<file path="src/rtl/cla_pipe_if.sv">
// cla_pipe_if: operand/result bundle for cla_pipe_adder.
// Ports (signals):
//   stall     - freezes every pipeline register in the adder
//   in_valid  - a/b/cin/sub carry a new operation this cycle
//   a, b      - WIDTH-bit operands
//   cin       - carry-in (add mode only)
//   sub       - 0: a+b+cin, 1: a-b
//   out_valid - sum/cout/ovf hold a completed operation
//   sum       - WIDTH-bit result
//   cout      - carry out of the MSB (1 = no borrow in subtract mode)
//   ovf       - signed overflow
// master drives operations (the caller); slave is the adder.
interface cla_pipe_if #(
  parameter int WIDTH = 16
);
  logic             stall;
  logic             in_valid;
  logic [WIDTH-1:0] a;
  logic [WIDTH-1:0] b;
  logic             cin;
  logic             sub;
  logic             out_valid;
  logic [WIDTH-1:0] sum;
  logic             cout;
  logic             ovf;

  modport master (
    output stall, in_valid, a, b, cin, sub,
    input  out_valid, sum, cout, ovf
  );

  modport slave (
    input  stall, in_valid, a, b, cin, sub,
    output out_valid, sum, cout, ovf
  );
endinterface

</file>
<file path="src/rtl/cla_pipe_adder.sv">
// cla_pipe_adder: pipelined carry-lookahead adder/subtractor.
// One GROUP-bit lookahead group is resolved per pipeline stage, with the
// group carry registered between stages, so cycle time does not grow with
// WIDTH. Latency is WIDTH/GROUP + 1 cycles, throughput one op per cycle.
// Ports:
//   clk - rising-edge clock
//   rst - synchronous active-high reset (overrides stall and in_valid)
//   bus - cla_pipe_if slave modport (operands in, registered results out)
// WIDTH must be a multiple of GROUP and at least GROUP.
module cla_pipe_adder #(
  parameter int WIDTH = 16,
  parameter int GROUP = 4
) (
  input  logic       clk,
  input  logic       rst,
  cla_pipe_if.slave  bus
);
  localparam int G = WIDTH / GROUP;

  // Stage k holds operand bits for groups not yet summed, the partial sum
  // of groups 0..k-1, and carry c(k) into group k. Stage G is the output.
  logic [G:0]       valid_q;
  logic [WIDTH-1:0] a_q   [0:G-1];
  logic [WIDTH-1:0] b_q   [0:G-1];
  logic [WIDTH-1:0] sum_q [0:G];
  logic [G:0]       c_q;
  logic             ovf_q;

  logic [WIDTH-1:0] sum_n [1:G];
  logic [G:1]       c_n;
  logic             c_msb_in;

  always_comb begin
    logic [GROUP-1:0] p;
    logic [GROUP-1:0] g;
    logic [GROUP:0]   cc;
    logic             t;
    logic             term;
    c_msb_in = 1'b0;
    for (int k = 1; k <= G; k++) begin
      p = a_q[k-1][(k-1)*GROUP +: GROUP] ^ b_q[k-1][(k-1)*GROUP +: GROUP];
      g = a_q[k-1][(k-1)*GROUP +: GROUP] & b_q[k-1][(k-1)*GROUP +: GROUP];
      cc = '0;
      cc[0] = c_q[k-1];
      // Two-level lookahead: carry i is c_in & p[0..i-1] or any g[j]
      // propagated through p[j+1..i-1]; no ripple through earlier carries.
      for (int i = 1; i <= GROUP; i++) begin
        t = c_q[k-1];
        for (int m = 0; m < i; m++) t = t & p[m];
        for (int j = 0; j < i; j++) begin
          term = g[j];
          for (int m = j + 1; m < i; m++) term = term & p[m];
          t = t | term;
        end
        cc[i] = t;
      end
      sum_n[k] = sum_q[k-1];
      sum_n[k][(k-1)*GROUP +: GROUP] = p ^ cc[GROUP-1:0];
      c_n[k] = cc[GROUP];
      if (k == G) c_msb_in = cc[GROUP-1];
    end
  end

  always_ff @(posedge clk) begin
    if (rst) begin
      valid_q <= '0;
      c_q     <= '0;
      ovf_q   <= 1'b0;
      for (int k = 0; k < G; k++) begin
        a_q[k] <= '0;
        b_q[k] <= '0;
      end
      for (int k = 0; k <= G; k++) sum_q[k] <= '0;
    end else if (!bus.stall) begin
      valid_q  <= {valid_q[G-1:0], bus.in_valid};
      a_q[0]   <= bus.a;
      b_q[0]   <= bus.sub ? ~bus.b : bus.b;
      c_q[0]   <= bus.sub | bus.cin;
      // Stage 0 has no result bits yet; keeps the forwarding uniform.
      sum_q[0] <= '0;
      for (int k = 1; k < G; k++) begin
        a_q[k] <= a_q[k-1];
        b_q[k] <= b_q[k-1];
      end
      for (int k = 1; k <= G; k++) begin
        sum_q[k] <= sum_n[k];
        c_q[k]   <= c_n[k];
      end
      ovf_q <= c_msb_in ^ c_n[G];
    end
  end

  assign bus.out_valid = valid_q[G];
  assign bus.sum       = sum_q[G];
  assign bus.cout      = c_q[G];
  assign bus.ovf       = ovf_q;
endmodule

</file>
<file path="src/flat_wrapper.sv">
// flat-port wrapper written by rule: the top's interface ports become plain ports
module cla_pipe_adder_flat 
#(
  parameter int WIDTH = 16,
  parameter int GROUP = 4
)
  (clk, rst, bus_stall, bus_in_valid, bus_a, bus_b, bus_cin, bus_sub, bus_out_valid, bus_sum, bus_cout, bus_ovf);
  cla_pipe_if #(.WIDTH(WIDTH)) bus_i ();
  input  logic clk;
  input  logic rst;
  input wire logic [$bits(bus_i.stall)-1:0] bus_stall;
  input wire logic [$bits(bus_i.in_valid)-1:0] bus_in_valid;
  input wire logic [$bits(bus_i.a)-1:0] bus_a;
  input wire logic [$bits(bus_i.b)-1:0] bus_b;
  input wire logic [$bits(bus_i.cin)-1:0] bus_cin;
  input wire logic [$bits(bus_i.sub)-1:0] bus_sub;
  output wire logic [$bits(bus_i.out_valid)-1:0] bus_out_valid;
  output wire logic [$bits(bus_i.sum)-1:0] bus_sum;
  output wire logic [$bits(bus_i.cout)-1:0] bus_cout;
  output wire logic [$bits(bus_i.ovf)-1:0] bus_ovf;
  assign bus_i.stall = bus_stall;
  assign bus_i.in_valid = bus_in_valid;
  assign bus_i.a = bus_a;
  assign bus_i.b = bus_b;
  assign bus_i.cin = bus_cin;
  assign bus_i.sub = bus_sub;
  assign bus_out_valid = bus_i.out_valid;
  assign bus_sum = bus_i.sum;
  assign bus_cout = bus_i.cout;
  assign bus_ovf = bus_i.ovf;
  cla_pipe_adder #(.WIDTH(WIDTH), .GROUP(GROUP)) u_core (.clk(clk), .rst(rst), .bus(bus_i));
endmodule
</file>
<file path="config.mk">
export PLATFORM = sky130hd
export DESIGN_NAME = cla_pipe_adder_flat
export DESIGN_NICKNAME = d
export VERILOG_FILES = /design/src/rtl/cla_pipe_if.sv /design/src/rtl/cla_pipe_adder.sv /design/src/flat_wrapper.sv
export SDC_FILE = /design/constraint.sdc
export NUM_CORES = 1
export LEC_CHECK = 0
export CAP_MARGIN = 15
export CORE_AREA = 2 2 108 110
export CTS_CLUSTER_SIZE = 30
export DETAILED_ROUTE_END_ITERATION = 8
export DIE_AREA = 0 0 110 112
export PLACE_DENSITY = 0.74
export SLEW_MARGIN = 20
export SYNTH_ARGS = -nofsm -noshare
export SYNTH_HDL_FRONTEND = slang
export SYNTH_SLANG_ARGS = --single-unit
export TNS_END_PERCENT = 50
</file>
<file path="constraint.sdc">
create_clock -name clk -period 5.02 [get_ports clk]
set_clock_uncertainty 0.2 [all_clocks]
set_input_delay 1.255 -clock clk [delete_from_list [all_inputs] [get_ports clk]]
set_output_delay 1.255 -clock clk [all_outputs]
set_load 0.05 [all_outputs]
</file>
After elaboration in Yosys (flattened, before gate mapping) --
Memory sizes are Yosys's and may differ from the RTL's. Index checks and enable logic that the tools add are counted.
Storage, ports and cells: input bits 38, memories 3, word-level logic and storage cells 133, memory bits (writable) 208, flip-flop bits (word level) 11
Operators by class: mux-type cells 19, bitwise logic cells 108
Memory list:
- u_core.sum_q | depth 5, width 16, rd ports 5, clocked after Yosys merged registers in 0, write ports 5, RTL line cla_pipe_adder.sv:25 | logic [WIDTH-1:0] sum_q [0:G];
- u_core.a_q | depth 4, width 16, rd ports 4, clocked after Yosys merged registers in 0, write ports 4, RTL line cla_pipe_adder.sv:23 | logic [WIDTH-1:0] a_q [0:G-1];
- u_core.b_q | depth 4, width 16, rd ports 4, clocked after Yosys merged registers in 0, write ports 4, RTL line cla_pipe_adder.sv:24 | logic [WIDTH-1:0] b_q [0:G-1];
Operators by type and width (number):
- $mux 16 | 14
- $or 1x1->1 | 54
- $and 1x1->1 | 40
- $xor 4x4->4 | 8
- $and 4x4->4 | 4
- $not 16->16 | 1
- $mux 1 | 5
- $xor 1x1->1 | 1

Depth between registers and ports, before layout --
Gate-level depths: netlist of run 1.
depth after elaboration 10, gate-level depth with buffers 5

Worst setup path after synthesis of run 1 --
Ideal clock, no wire load.
kind input to register, from in rst, to mem u_core.a_q[0][0], enable pin, arrival 4395 ps, slack -76 ps, path buffers 1, stages 2, cells stage by stage buf_2 -> nand2b_1
RTL lines:
- start, declared | RTL line flat_wrapper.sv:10 | input logic rst;
- end, declared | RTL line cla_pipe_adder.sv:23

==> key figures, run 1 <==
Run status
  • Outcome: completed

STA
  • Worst-margin pin slew: 1.05 ns
  • Min Tclk post-route: 3.51 ns
  • Endpoints failing hold: 0
  • Fmax: 0.285 GHz
  • Final setup fails: 0
  • Setup TNS: 0 ns
  • Fin. max-slew vios: 0
  • RSZ-0062 raised after global routing: no
  • Slew margin rel.: 0.302
  • Final worst-path cycle share: 0.700

Setup path
  • Cells on worst reg2reg path: 5
  • CP arrival: 3.38 ns
  • FF-to-FF Start: u_core.b_q[3][12]
  • R2R Setup Slk: 2.98 ns
  • CP endpoint kind: register
  • Crit path kind: in -> reg
  • CP startpoint kind: input port
  • CP Max Fanout: 49
  • RR Endpoint: u_core.bus.ovf
  • Crit path required time: 4.89 ns

Routing
  • Wirelength per Cell: 13.3 um
  • # DRC: 0
  • DRT iter0 DRCs: 81
  • Routed WL: 7890 um
  • Routed via count: 2927
  • Final ANT Viol Nets: 0
  • DR pass1 iterations: 6
  • Avg Vias per Cell: 4.93

Clock network
  • Worst-path clk slew: 0.05 ns
  • CTS Sinks: 131
  • Clock Tree Buf Depth: 2
  • CTS resizes: 0
  • Root Buffer: clkbuf_16
  • Setup bufs post-CTS: 0
  • Max H-tree Level: 4
  • Clock latency on the worst-skew pair: 0.41 ns
  • Hold buffer count at CTS: 0
  • CTS Buf Count: 17
  • CTS tree: yes

Pwr
  • Lkg Pwr: 2.66 nW
  • VDD IR-drop max: 0.000223 V
  • Power Total: 2.60 mW
  • Power Density: 385 nW/um2

Placement
  • Final estimated routing congestion in global placement: 0.749
  • PortBufs: 56
  • Cell Area, Placed: 6220 um2
  • Hpwl dp: 5190 um

Floorplanning
  • I/O pins: 57
  • Chip width: 110 um
  • Die area: 12300 um2
  • Core footprint: 11200 um2
  • Vert. Die Dim: 112 um
  • Site Rows: 39
  • Starting Density: 0.496

Hold path
  • Hold Crit Depth: 2
  • Hold Crit Class: reg -> reg
  • WHS Endpoint: u_core.bus.ovf
  • HP Start: u_core.bus.ovf

Global routing
  • Number of global-route vias before repair: 2906
  • Initial antenna violation count: 0
  • Overflow after GRT: 0
  • Total track usage: 0.144
  • Global-route wire length before repair: 13200 um
  • Pin count of the biggest net entering global routing: 50

Synth
  • Gate Count Post-Synth: 376
  • Post-Syn Nets: 438
  • Yosys warning count: 0
  • Post-synth ARST share: 0
  • Syn_area_per_cell: 14.7 um2
  • Cell Area, Synth: 5540 um2
  • Yosys cell types: 31
  • Seq/Total Area, Yosys: 0.690
  • Synth Register Bits: 131
  • Synth Flop Type: edfxtp_1
  • Post-synth EDFFs: 120

Layout
  • Syn-to-layout area delta: 21.7%
  • Antenna cells: 0
  • Net count reported at finish: 500
  • Finished Core Util: 0.604
  • Share of cells above drive strength 1: 0.0865
  • Design area: 6750 um2

Flow run
  • Max_cap viols: 0
==> Yosys cell counts, types with 4 or more instances <==
| cell type | number | area share |
|---|---|---|
| edfxtp_1 | 120 | 0.65 |
| and2_1 | 92 | 0.10 |
| nor2_1 | 27 | 0.018 |
| ha_1 | 20 | 0.045 |
| xnor2_1 | 20 | 0.032 |
| nor3_1 | 12 | 0.011 |
| dfxtp_1 | 11 | 0.040 |
| mux2i_1 | 8 | 0.014 |
| o21a_1 | 8 | 0.011 |
| clkbuf_1 | 7 | 0.0047 |
| buf_2 | 6 | 0.0054 |
| nand2_1 | 6 | 0.0041 |
| fa_1 | 4 | 0.014 |
| inv_1 | 4 | 0.0027 |
==> area by class of cell <==
| class | instances | area, um2 |
|---|---|---|
| Tap cell | 143 | 179 |
| Clock buffer | 18 | 429 |
| Sequential cell | 131 | 3820 |
| Fill cell | 831 | 4430 |
| Timing Repair Buffer | 61 | 598 |
| Multi-Input combinational cell | 223 | 1600 |
| Clock inverter | 14 | 96.3 |
| Inverter | 4 | 15.0 |
==> critical path, cell delays in order <==
cell and delay (ns):
clkdlybuf4s50_1 0.87, nand2b_4 0.78, buf_4 0.46
==> flip-flops by register name (all words and copies together) (netlist names) <==
signal / cells
u_core.a_q: 40
u_core.b_q: 40
u_core.sum_q: 40
u_core.c_q: 5
u_core.valid_q: 5
u_core.bus.ovf: 1
==> power by group <==
part / total (mW) / switching (mW) / internal [mW]
logic: 0.219 / 0.121 / 0.0981
registers: 1.30 / 0.0222 / 1.28
clock network: 1.08 / 0.418 / 0.664
==> placed cells by master (no fill, tap or decap), types with 4 or more instances in the layout <==
cell	count
buf_4	5
xnor2_1	20
mux2i_1	8
clkbuf_16	17
dfxtp_1	11
nor2_1	27
inv_1	4
and2_1	92
nor3_1	12
nand2_1	6
o21a_1	8
clkinv_1	5
clkdlybuf4s50_1	56
fa_1	4
edfxtp_1	120
clkinv_2	5
ha_1	20
==> worst max-delay path by stage <==
stage | startpoint | to | cells past startpoint
floorplan | bus_stall | u_core.a_q[0][0] | 3
global placement | bus_stall | u_core.a_q[0][11] | 3
detailed placement | bus_stall | u_core.a_q[0][10] | 3
CTS | bus_stall | u_core.a_q[1][11] | 3
global route | bus_stall | u_core.a_q[1][7] | 3
finish | bus_stall | u_core.a_q[1][11] | 3
==> kinds of logic (layout without fill, tap and decap cells) <==
group / after synthesis / count (layout) / share of synthesized area
AO/OA/AOI/OAI: 25 / 25 / 0.0343
XOR/XNOR: 20 / 20 / 0.0316
multiplexers: 8 / 8 / 0.0145
adder cells (fa/ha/maj): 24 / 24 / 0.0596
AND/OR/NAND/NOR: 146 / 146 / 0.148
buffers and inverters: 22 / 97 / 0.0217
flip-flops: 131 / 131 / 0.690
==> through the flow <==
step / cells / setup WS [ns] / hold slack (ns)
final: 594 / 1.51 / 0.292
after detailed placement: 562 / 1.05 / 0.284
after CTS: 594 / 1.49 / 0.292
after global routing: 594 / 1.35 / 0.313
after global placement: 562 / 1.14 / 0.273
after floorplan: 376 / 1.36 / 0.260
==> per-layer routing <==
metal  track usage  vias up  routed length (um)
li1              -     1450                   -
met1         0.170     1388                3300
met2         0.231       71                3980
met3        0.0591       18                 464
met4        0.0608        0                 142
met5             0        -                   0
(Power assumes the default switching activity.)
==> run 2: changes to the inputs <==
- clock period: 5.02 -> 3 ns (I/O delays scaled with it)
==> run 2 against run 1 <==
Compared with the run above: cell count increased by 1.2%; combinational power grew 75%; final area is 3.0% higher; critical path depth down 2; global-route usage is 0.60 points higher; clock power is 100% higher; sequential cell count unchanged; sequential power rose by 67%; critical endpoint is now bus_cout.
==> key figures, run 2 (same netlist as run 1, synthesis figures left out) <==
Clock network
  • Clock latency on the worst-skew pair: 0.40 ns
  • Clock Tree Buf Depth: 2
  • CTS resizes: 0
  • Hold buffer count at CTS: 0
  • Max H-tree Level: 4
  • Root Buffer: clkbuf_16
  • CTS tree: yes
  • Setup bufs post-CTS: 0
  • CTS Buf Count: 17
  • Worst-path clk slew: 0.06 ns
  • CTS Sinks: 131

Routing
  • # DRC: 0
  • DRT iter0 DRCs: 195
  • Avg Vias per Cell: 4.88
  • DR pass1 iterations: 4
  • Final ANT Viol Nets: 0
  • Wirelength per Cell: 13.8 um
  • Routed WL: 8280 um
  • Routed via count: 2933

Floorplanning
  • Die area: 12300 um2
  • Core footprint: 11200 um2
  • Vert. Die Dim: 112 um
  • I/O pins: 57
  • Chip width: 110 um
  • Starting Density: 0.496
  • Site Rows: 39

STA
  • Slew margin rel.: 0.664
  • Final setup fails: 0
  • Fmax: 0.395 GHz
  • Worst-margin pin slew: 0.502 ns
  • Final worst-path setup slack: 0.467 ns
  • Endpoints failing hold: 0
  • Setup TNS: 0 ns
  • RSZ-0062 raised after global routing: no
  • Min Tclk post-route: 2.53 ns
  • Hold Slack: 0.297 ns
  • Final worst-path cycle share: 0.844
  • Fin. max-slew vios: 0

Layout
  • Design area: 6950 um2
  • Largest registers: u_core.a_q: 40 flops, u_core.b_q: 40 flops, u_core.sum_q: 40 flops
  • Share of cells above drive strength 1: 0.111
  • Post-route insts no fill: 601
  • Antenna cells: 0
  • Syn-to-layout area delta: 25.4%
  • Net count reported at finish: 507
  • Most frequent cells in the layout: edfxtp_1 (120), and2_1 (92), clkdlybuf4s50_1 (56)
  • Finished Core Util: 0.622
  • Commonest non-fill, non-tap cell in the layout: edfxtp_1

Setup path
  • CP endpoint kind: output port
  • Slowest CP cell: clkdlybuf4s50_1
  • CP arrival: 1.58 ns
  • CP startpoint kind: register
  • CP Cell Sequence: clkdlybuf4s50_1
  • Crit path largest cell delay: 0.82 ns
  • CP Max Fanout: 2
  • Crit path required time: 2.05 ns
  • Crit path max-delay family: buffers and inverters
  • Worst path bufs/invs: 1
  • Crit path kind: reg -> out

Placement
  • PortBufs: 56
  • Worst Setup Slack post-DPL: 0.339 ns
  • Hpwl dp: 5320 um
  • Placed cells: 569
  • Cell Area, Placed: 6310 um2
  • Final estimated routing congestion in global placement: 0.746

Global routing
  • Number of global-route vias before repair: 2958
  • GR Layer Usage met3: 0.0486
  • Initial antenna violation count: 0
  • Total track usage: 0.150
  • Global-route wire length before repair: 13700 um
  • Overflow after GRT: 0
  • GRT busiest layer: met2
  • M1 GR Usage: 0.181
  • Met2 usage: 0.240
  • Pin count of the biggest net entering global routing: 57

Run status
  • Outcome: completed

Pwr
  • VDD IR-drop max: 0.000367 V
  • Power Density: 685 nW/um2
  • Power Total: 4.76 mW
  • Lkg Pwr: 2.76 nW

Flow run
  • Max_cap viols: 0

Hold path
  • Hold Crit Class: reg -> reg
==> run 2: final cells by class <==
| type | instances | area (um2) |
|---|---|---|
| sequential | 131 | 3820 |
| fill | 797 | 4230 |
| multi-input combinational | 223 | 1600 |
| clock buffer | 17 | 425 |
| inverter | 4 | 15.0 |
| tap | 143 | 179 |
| timing repair buffer | 68 | 688 |
| clock inverter | 15 | 214 |
==> run 2: power breakdown <==
| part | switching (mW) | leakage [nW] | internal [mW] |
|---|---|---|---|
| registers | 0.0378 | 1.41 | 2.13 |
| clock network | 0.740 | 0.306 | 1.47 |
| logic | 0.207 | 1.05 | 0.176 |
==> run 2: worst paths after layout <==
path                startpoint        endpoint  slack [ns]  cells past startpoint
max              u_core.c_q[4]        bus_cout        0.47                      1
min             u_core.bus.ovf  u_core.bus.ovf        0.30                      2
max reg2reg  u_core.b_q[3][12]  u_core.bus.ovf        0.97                      5
min reg2reg     u_core.bus.ovf  u_core.bus.ovf        0.30                      2
==> run 2: per-layer routing <==
| layer | routed length [um] | vias up |
|---|---|---|
| met1 | 3500 | 1403 |
| li1 | - | 1463 |
| met4 | 173 | 0 |
| met3 | 354 | 12 |
| met5 | 0 | - |
| met2 | 4250 | 55 |
==> run 3: changes to the inputs <==
- CORE_AREA: 2 2 108 110 -> 2 2 103 105
- DIE_AREA: 0 0 110 112 -> 0 0 105 107
- PLACE_DENSITY: 0.74 -> 0.77
- clock period: 3 -> 2.4 ns (I/O delays scaled with it)
==> run 3 against run 2 <==
Compared with the run above: first-iteration DRC count down 38%; global-route usage rose by 1.3 points; largest power group unchanged; highest routed layer unchanged; via count increased by 0.17%; non-clock buffer count unchanged.
==> key figures, run 3 (same netlist as run 1, synthesis figures left out) <==
Run status
  • Outcome: completed

Floorplanning
  • Starting Density: 0.549
  • Site Rows: 37
  • I/O pins: 57
  • Chip width: 105 um
  • Vert. Die Dim: 107 um
  • Core footprint: 10100 um2
  • Die area: 11200 um2

STA
  • Fin. max-slew vios: 0
  • RSZ-0062 raised after global routing: no
  • Slew margin rel.: 0.673
  • Final setup fails: 0
  • Final worst-path setup slack: 0.202 ns
  • Final worst-path cycle share: 0.916
  • Fmax: 0.455 GHz
  • Setup TNS: 0 ns
  • Min Tclk post-route: 2.20 ns
  • Worst-margin pin slew: 0.493 ns
  • Endpoints failing hold: 0

Clock network
  • Max H-tree Level: 4
  • CTS Sinks: 131
  • Root Buffer: clkbuf_8
  • CTS tree: yes
  • Worst-path clk slew: 0.06 ns
  • Clock latency on the worst-skew pair: 0.52 ns
  • CTS Buf Count: 17
  • Setup bufs post-CTS: 0
  • Clock Tree Buf Depth: 2
  • Hold buffer count at CTS: 0

Global routing
  • Overflow after GRT: 0
  • Global-route wire length before repair: 13700 um
  • Number of global-route vias before repair: 2953
  • Met2 usage: 0.292
  • Pin count of the biggest net entering global routing: 99
  • Total track usage: 0.163
  • M1 GR Usage: 0.174
  • Initial antenna violation count: 0
  • GR Layer Usage met3: 0.0474
  • GRT busiest layer: met2

Routing
  • Final ANT Viol Nets: 0
  • Routed WL: 8290 um
  • DRT iter0 DRCs: 121
  • DR pass1 iterations: 7
  • # DRC: 0
  • Avg Vias per Cell: 4.95
  • Routed via count: 2938
  • Wirelength per Cell: 14.0 um

Pwr
  • Lkg Pwr: 2.84 nW
  • Comb pwr share: 0.079
  • Sequential Power Share: 0.455
  • Sw Ratio: 0.214
  • Switching power: 1.28 mW
  • Power Density: 857 nW/um2
  • Clk network pwr share: 0.466
  • VDD IR-drop max: 0.000604 V
  • P_int: 4.69 mW

Setup path
  • Crit path max-delay family: buffers and inverters
  • CP Max Fanout: 2
  • FF-to-FF Start: u_core.b_q[3][12]
  • Crit path largest cell delay: 0.53 ns
  • Crit path required time: 1.60 ns
  • Worst path bufs/invs: 1
  • CP startpoint kind: register
  • Slowest CP cell: dlygate4sd2_1
  • CP endpoint kind: output port
  • R2R Setup Slk: 0.36 ns
  • Crit path launch: u_core.valid_q[4]
  • Worst Setup EP: bus_out_valid
  • Cell count along the critical path: 1
  • Crit path kind: reg -> out
  • RR Endpoint: u_core.bus.ovf
  • CP arrival: 1.40 ns
  • CP Cell Sequence: dlygate4sd2_1
  • Cells on worst reg2reg path: 5

Hold path
  • Hold Crit Class: reg -> reg

Layout
  • Commonest non-fill, non-tap cell in the layout: edfxtp_1
  • Post-route insts no fill: 594
  • Design area: 6960 um2
  • Layout fillers: 732
  • Share of cells above drive strength 1: 0.111
  • FF/Latch Area: 3820 um2
  • Most frequent cells in the layout: edfxtp_1 (120), and2_1 (92), clkdlybuf4s50_1 (37)
  • Syn-to-layout area delta: 25.6%
  • Largest registers: u_core.a_q: 40 flops, u_core.b_q: 40 flops, u_core.sum_q: 40 flops
  • Net count reported at finish: 507
  • Multi-input logic area: 1600 um2
  • Antenna cells: 0

Placement
  • Worst Setup Slack post-DPL: 0.0697 ns
  • Hpwl dp: 5220 um
  • Cell Area, Placed: 6340 um2
  • Placed cells: 562
  • Final estimated routing congestion in global placement: 0.710
  • PortBufs: 56

Flow run
  • Max_cap viols: 0
==> run 3: cell count changes in the layout (fill, tap and decap cells not counted), sizes merged <==
cell and change:
clkbuf +1, clkdlybuf4s50 -19, clkinv -4, clkinvlp -1, dlygate4sd2 +19, inv +4
==> run 3: power by group through the flow <==
stage	Sequential, mW	Clock, mW	Combinational, mW
after floorplan	2.82	0	0.237
after global placement	2.75	0	0.472
after detailed placement	2.76	0	0.488
after CTS	2.71	2.81	0.480
after global routing	2.73	2.91	0.520
final	2.71	2.78	0.471
==> run 3: timing repair <==
item,CTS,global route
endpoints found under the hold margin,0,0
resized for setup,19,0
endpoints found under the setup margin,19,0
==> run 3: how the worst min path moves through the flow <==
stage	from	endpoint	cells after the start
2_1_floorplan	u_core.valid_q[0]	u_core.valid_q[1]	2
3_3_place_gp	u_core.bus.ovf	u_core.bus.ovf	2
3_5_place_dp	u_core.valid_q[0]	u_core.valid_q[1]	2
4_1_cts	u_core.valid_q[0]	u_core.valid_q[1]	2
5_1_grt	u_core.bus.ovf	u_core.bus.ovf	2
6_report	u_core.bus.ovf	u_core.bus.ovf	2
==> run 3: final cells by class <==
type,instances,share of cell area
clock inverter,14,0.0325
timing repair buffer,68,0.101
multi-input combinational,223,0.230
tap,136,0.0245
sequential,131,0.549
inverter,4,0.00216
clock buffer,18,0.0601
==> run 3: per-layer routing <==
metal | up-vias | part of all wire | wire length, um
met5 | - | 0 | 0
met4 | 0 | 0.015 | 128
met3 | 12 | 0.037 | 308
met2 | 60 | 0.55 | 4550
met1 | 1402 | 0.40 | 3310
li1 | 1464 | - | -
==> run 3: stage by stage <==
step | total power [mW] | hold slack, ns | util
after global placement | 3.22 | 0.270 | 0.628
after CTS | 6.00 | 0.298 | 0.690
after detailed placement | 3.25 | 0.283 | 0.628
after global routing | 6.15 | 0.316 | 0.690
after floorplan | 3.06 | 0.260 | -
final | 5.96 | 0.292 | 0.690
